--- config.mk ---
export PLATFORM = sky130hd
export DESIGN_NAME = count10000_ctrl
export DESIGN_NICKNAME = d
export VERILOG_FILES = /design/src/rtl/count10000_pkg.sv /design/src/rtl/count10000_ctrl_tick_gen.sv /design/src/rtl/count10000_ctrl.sv
export SDC_FILE = /design/constraint.sdc
export NUM_CORES = 1
export LEC_CHECK = 0
export BUFFER_PORTS_ARGS = -buffer_cell sky130_fd_sc_hd__buf_2
export CAP_MARGIN = 20
export CORE_MARGIN = 2
export CORE_UTILIZATION = 25
export CTS_CLUSTER_DIAMETER = 50
export DETAILED_ROUTE_END_ITERATION = 10
export GPL_TIMING_DRIVEN = 0
export PLACE_DENSITY = 0.48
export RECOVER_POWER = 100
export REMOVE_ABC_BUFFERS = 1
export SLEW_MARGIN = 15
export SYNTH_ARGS = -nofsm -noshare
export SYNTH_HDL_FRONTEND = slang
export SYNTH_SLANG_ARGS = --single-unit
export TNS_END_PERCENT = 10
--- constraint.sdc ---
create_clock -name clk -period 6.2 [get_ports clk]
set_input_delay 0.31 -clock clk [delete_from_list [all_inputs] [get_ports clk]]
set_output_delay 0.31 -clock clk [all_outputs]
set_load 0.05 [all_outputs]
--- src/rtl/count10000_pkg.sv ---
// Shared definitions for the 0..9999 run/stop counter: state encoding,
// count width and the default terminal value.
package count10000_pkg;

  localparam int COUNT_W           = 14;
  localparam int MAX_COUNT_DEFAULT = 9999;

  typedef enum logic [1:0] {
    STOP  = 2'd0,
    RUN   = 2'd1,
    CLEAR = 2'd2
  } state_e;

endpackage

--- src/rtl/count10000_ctrl_tick_gen.sv ---
// Step-rate divider: counts 0..TICK_DIV-1 while enabled and raises tick
// while it sits on its last value; disabling it discards the phase.
module tick_gen #(
  parameter int TICK_DIV = 10_000_000
) (
  input  logic clk,
  input  logic rst,
  input  logic enable,
  output logic tick
);

  localparam int               DIV_W = (TICK_DIV > 1) ? $clog2(TICK_DIV) : 1;
  localparam logic [DIV_W-1:0] LAST  = DIV_W'(TICK_DIV - 1);

  logic [DIV_W-1:0] div_q;
  logic [DIV_W-1:0] div_d;

  always_comb begin
    div_d = '0;
    if (enable && (div_q != LAST)) begin
      div_d = div_q + DIV_W'(1);
    end
  end

  always_ff @(posedge clk) begin
    if (!rst) begin
      div_q <= '0;
    end else begin
      div_q <= div_d;
    end
  end

  assign tick = (div_q == LAST);

endmodule

--- src/rtl/count10000_ctrl.sv ---
// Run/stop/clear controller for a wrapping up/down counter stepped by the
// tick_gen divider; every output comes straight from a register.
module count10000_ctrl
  import count10000_pkg::*;
#(
  parameter int TICK_DIV  = 10_000_000,
  parameter int MAX_COUNT = MAX_COUNT_DEFAULT
) (
  input  logic               clk,
  input  logic               rst,
  input  logic               i_run_stop,
  input  logic               i_clear,
  input  logic               i_mode,
  output logic [COUNT_W-1:0] o_count,
  output logic               o_run,
  output logic               o_mode,
  output logic               o_tick
);

  localparam logic [COUNT_W-1:0] MAX_VAL = COUNT_W'(MAX_COUNT);

  state_e             state_q;
  state_e             state_d;
  logic [COUNT_W-1:0] count_q;
  logic [COUNT_W-1:0] count_d;
  logic               mode_q;
  logic               mode_d;
  logic               run_q;
  logic               run_d;
  logic               tick_q;
  logic               tick_d;
  logic               div_tick;
  logic               div_enable;
  logic               step;

  always_comb begin
    state_d = state_q;
    unique case (state_q)
      STOP: begin
        if (i_clear) begin
          state_d = CLEAR;
        end else if (i_run_stop) begin
          state_d = RUN;
        end
      end
      RUN: begin
        if (i_clear) begin
          state_d = CLEAR;
        end else if (i_run_stop) begin
          state_d = STOP;
        end
      end
      CLEAR:   state_d = STOP;
      default: state_d = STOP;
    endcase
  end

  // The divider only advances across RUN->RUN edges, so it restarts from 0
  // on RUN entry and is cleared on the edge that leaves RUN.
  assign div_enable = (state_q == RUN) && (state_d == RUN);

  tick_gen #(
    .TICK_DIV (TICK_DIV)
  ) u_tick_gen (
    .clk    (clk),
    .rst    (rst),
    .enable (div_enable),
    .tick   (div_tick)
  );

  // A step on the stopping edge still commits; a coinciding clear wins.
  assign step = (state_q == RUN) && div_tick && !i_clear;

  always_comb begin
    count_d = count_q;
    if (state_d == CLEAR) begin
      count_d = '0;
    end else if (step) begin
      if (mode_q) begin
        count_d = (count_q == '0) ? MAX_VAL : count_q - COUNT_W'(1);
      end else begin
        count_d = (count_q >= MAX_VAL) ? '0 : count_q + COUNT_W'(1);
      end
    end
    mode_d = mode_q ^ i_mode;
    run_d  = (state_d == RUN);
    tick_d = step;
  end

  always_ff @(posedge clk) begin
    if (!rst) begin
      state_q <= STOP;
      count_q <= '0;
      mode_q  <= 1'b0;
      run_q   <= 1'b0;
      tick_q  <= 1'b0;
    end else begin
      state_q <= state_d;
      count_q <= count_d;
      mode_q  <= mode_d;
      run_q   <= run_d;
      tick_q  <= tick_d;
    end
  end

  assign o_count = count_q;
  assign o_run   = run_q;
  assign o_mode  = mode_q;
  assign o_tick  = tick_q;

endmodule

==> out/qor.yml <==
cts.sinks: 43
mostFrequentLayoutCell: "nor2_1"
cts_tree: "done"
hold_viol: 0
slew_headroom_pct: 30.2
synthXorXnorAreaFrac_pct: 10.3
synth.yosys.warnings: 0
path_class: "reg -> reg"
grt_usage_pct: 12.7
startpoint_type: "register"
synthSimpleGateAreaFrac_pct: 36.6
area_growth_pct: 8.76
final_layout_size_suffix_gt1_share_pct: 8.09
cts-buffers-inserted: 5
start_util_pct: 25.7
die_h_microns: 107
slowest_delay_ns: 0.93
regArea_sq_um: 861
vdd_drop_max_uv: 79.7
post-place-cells: 473
max_cap_violations: 0
synthFlopType: "dfxtp_1"
multi_input_area_sq_um: 1610
post-route-period-util_pct: 49.0
crit_arrival_ns: 3.23
critPathTopFamily: "compound AO/OA/AOI/OAI gates"
num-nets-final: 353
dieArea_sq_um: 11400
ant_nets: 0
hold_end: "state_q[0]$_SDFF_PN0_"
crit_chain: "ha_1 -> nand3_1 -> a211oi_1 -> nor2_1 -> a311oi_1 -> a21oi_1"
drv_slew: 0
grt_remaining_overflow: 0
r2r-start: "o_count[0]$_SDFFE_PP0P_"
synthAdderAreaFrac_pct: 1.42
diodes: 0
pwr-share-clk_pct: 39.0
hpwl_microns: 4930
path_depth: 6
rsz0062_at_grt: "no"
first_iter_violations: 151
critPathMaxFanout: 10
p_int_uw: 376
holdWs_ns: 0.215
vias: 2470
synth_compound_area_share_pct: 13.9
finalCriticalPeriod_ns: 3.04
combPwrFrac_pct: 4.9
holdBufCountCts: 0
antenna_found_initial: 0
synth.area.mux_share_pct: 0
cts.htree.levels: 2
synth_area_sq_um: 2640
p_sw_uw: 127
avgSynthCellArea_sq_um: 7.96
tightest_slew_ns: 1.04
synth_area_leaders: "dfxtp_1 (33%), xor2_1 (6.6%), nor2_1 (6.1%)"
ios: 22
r2r-end: "o_count[3]$_SDFFE_PP0P_"
drc_errors: 0
cellPowerDensity_nw_per_um2: 175
hp-start: "i_clear"
synth_top_area_share_pct: 32.6
synth_seq_area_share_pct: 32.6
synth_area_leader_cell: "dfxtp_1"
status: "finished, final reports clean"
worstHoldPathCells: 2
firstDrtPassIters: 4
place_congestion: 0.852
viasPerCell: 5.12
grt_max_degree: 25
clk_latency_ns: 0.30
die_w_microns: 107
p_leak_uw: 0.000846
worstPathRequired_ns: 6.39
skew_ns: 0.00632
fmax_mhz: 329
cts_resized: 0
ff2ff_path_depth: 6
setup_viol: 0
clock_path_buffers: 2
cts-root-buf: "clkbuf_8"
regToRegSetupSlack_ns: 3.16
finalNonFillerCells: 482
p_seq_share_pct: 56.1
cpMaxStageDelayCell: "a211oi_1"
cp_num_buf_inv: 0
synthArstFlopShare_pct: 0
sw_frac_of_total_pct: 25.2
final.setup.tns_ns: 0
min_path_type: "in -> reg"
layout_common_cells: "nor2_1 (44), dfxtp_1 (43), nand2_1 (26), xor2_1 (20)"
grt_pass1_vias: 2274
core_area_sq_um: 10300
clk_transition_reported_paths_ns: 0.08
synth_seq_cells: 43
nFillCells: 1133
synth_edf_count: 0
routed_wirelength_microns: 7040
synth_top_family_by_area: "simple AND/OR/NAND/NOR gates"
portBuffers: 21
wire_per_inst_microns: 14.6
worstSetupEndpointType: "register"
post-cts-setup-buffer-count: 0
num_rows: 37
yosysUniqueCellTypes: 60
grt_pass1_wl_microns: 11600
synthCells: 332
==> registers in the layout, summed over array words and instances, names as in the netlist <==
name and count:
u_tick_gen.div_q 24, o_count 14, state_q 2, o_mode 1
o_run 1, o_tick 1
==> power by group through the flow <==
stage	Combinational, uW	Clock [uW]	Sequential [uW]
after floorplan	13.4	0	290
after global placement	24.8	0	288
after detailed placement	24.7	0	288
after CTS	24.8	205	282
after global routing	27.0	215	282
final	24.4	196	282
==> per-stage QoR <==
step	total power [uW]	instance area, sq um	utilization (%)	setup WS [ns]
finish	502	2870	28.0	3.16
detailed placement	313	2830	27.5	3.71
global placement	313	2830	27.5	3.73
CTS	512	2930	28.5	3.70
global route	525	2870	28.0	2.93
floorplan	304	2550	-	3.93
==> area by class of cell <==
cell class              count  share of cell area [%]
flip-flops and latches     43                    30.0
repair buffers             22                    3.05
multi-input cells         260                    55.9
inverters                  13                    1.70
clock buffers               6                    2.87
well taps                 136                    5.92
clock inverters             2                   0.566
==> routing by layer <==
metal  up-vias  track usage (%)  part of all wire [%]
li1       1239                -                     -
met1      1143             17.2                    48
met5         -                0                     0
met2        74             19.2                    43
met4         0             5.57                   2.2
met3        14             3.10                   6.7
==> synth_stat cells, types with 3 or more instances <==
| library cell | number |
|---|---|
| clkbuf_1 | 4 |
| nor4_1 | 14 |
| xnor2_1 | 11 |
| a211oi_1 | 3 |
| o21ai_0 | 15 |
| buf_2 | 9 |
| nand4_1 | 16 |
| or2_2 | 3 |
| dfxtp_1 | 43 |
| a31oi_1 | 6 |
| nand2_1 | 26 |
| o211ai_1 | 3 |
| a21oi_1 | 12 |
| nand3_1 | 18 |
| nor3_1 | 14 |
| xor2_1 | 20 |
| nor2_1 | 43 |
| nor3b_1 | 4 |
| inv_1 | 13 |
| ha_1 | 3 |
| or3_1 | 3 |
==> how the worst max path moves through the flow <==
stage	start	slack [ns]	endpoint
after floorplan	o_count[1]$_SDFFE_PP0P_	3.93	o_count[3]$_SDFFE_PP0P_
after global placement	o_count[0]$_SDFFE_PP0P_	3.73	o_count[8]$_SDFFE_PP0P_
after detailed placement	o_count[0]$_SDFFE_PP0P_	3.71	o_count[3]$_SDFFE_PP0P_
after CTS	o_count[0]$_SDFFE_PP0P_	3.70	o_count[3]$_SDFFE_PP0P_
after global routing	o_count[0]$_SDFFE_PP0P_	2.93	o_count[8]$_SDFFE_PP0P_
final	o_count[0]$_SDFFE_PP0P_	3.16	o_count[3]$_SDFFE_PP0P_
==> kinds of logic (layout without fill, tap and decap cells) <==
kind of cell	after synthesis	count (layout)
flops	43	43
buf+inv	29	43
fa+ha+maj	3	3
simple gates	170	170
compound gates	56	56
xor+xnor	31	31
(Power assumes the default switching activity.)
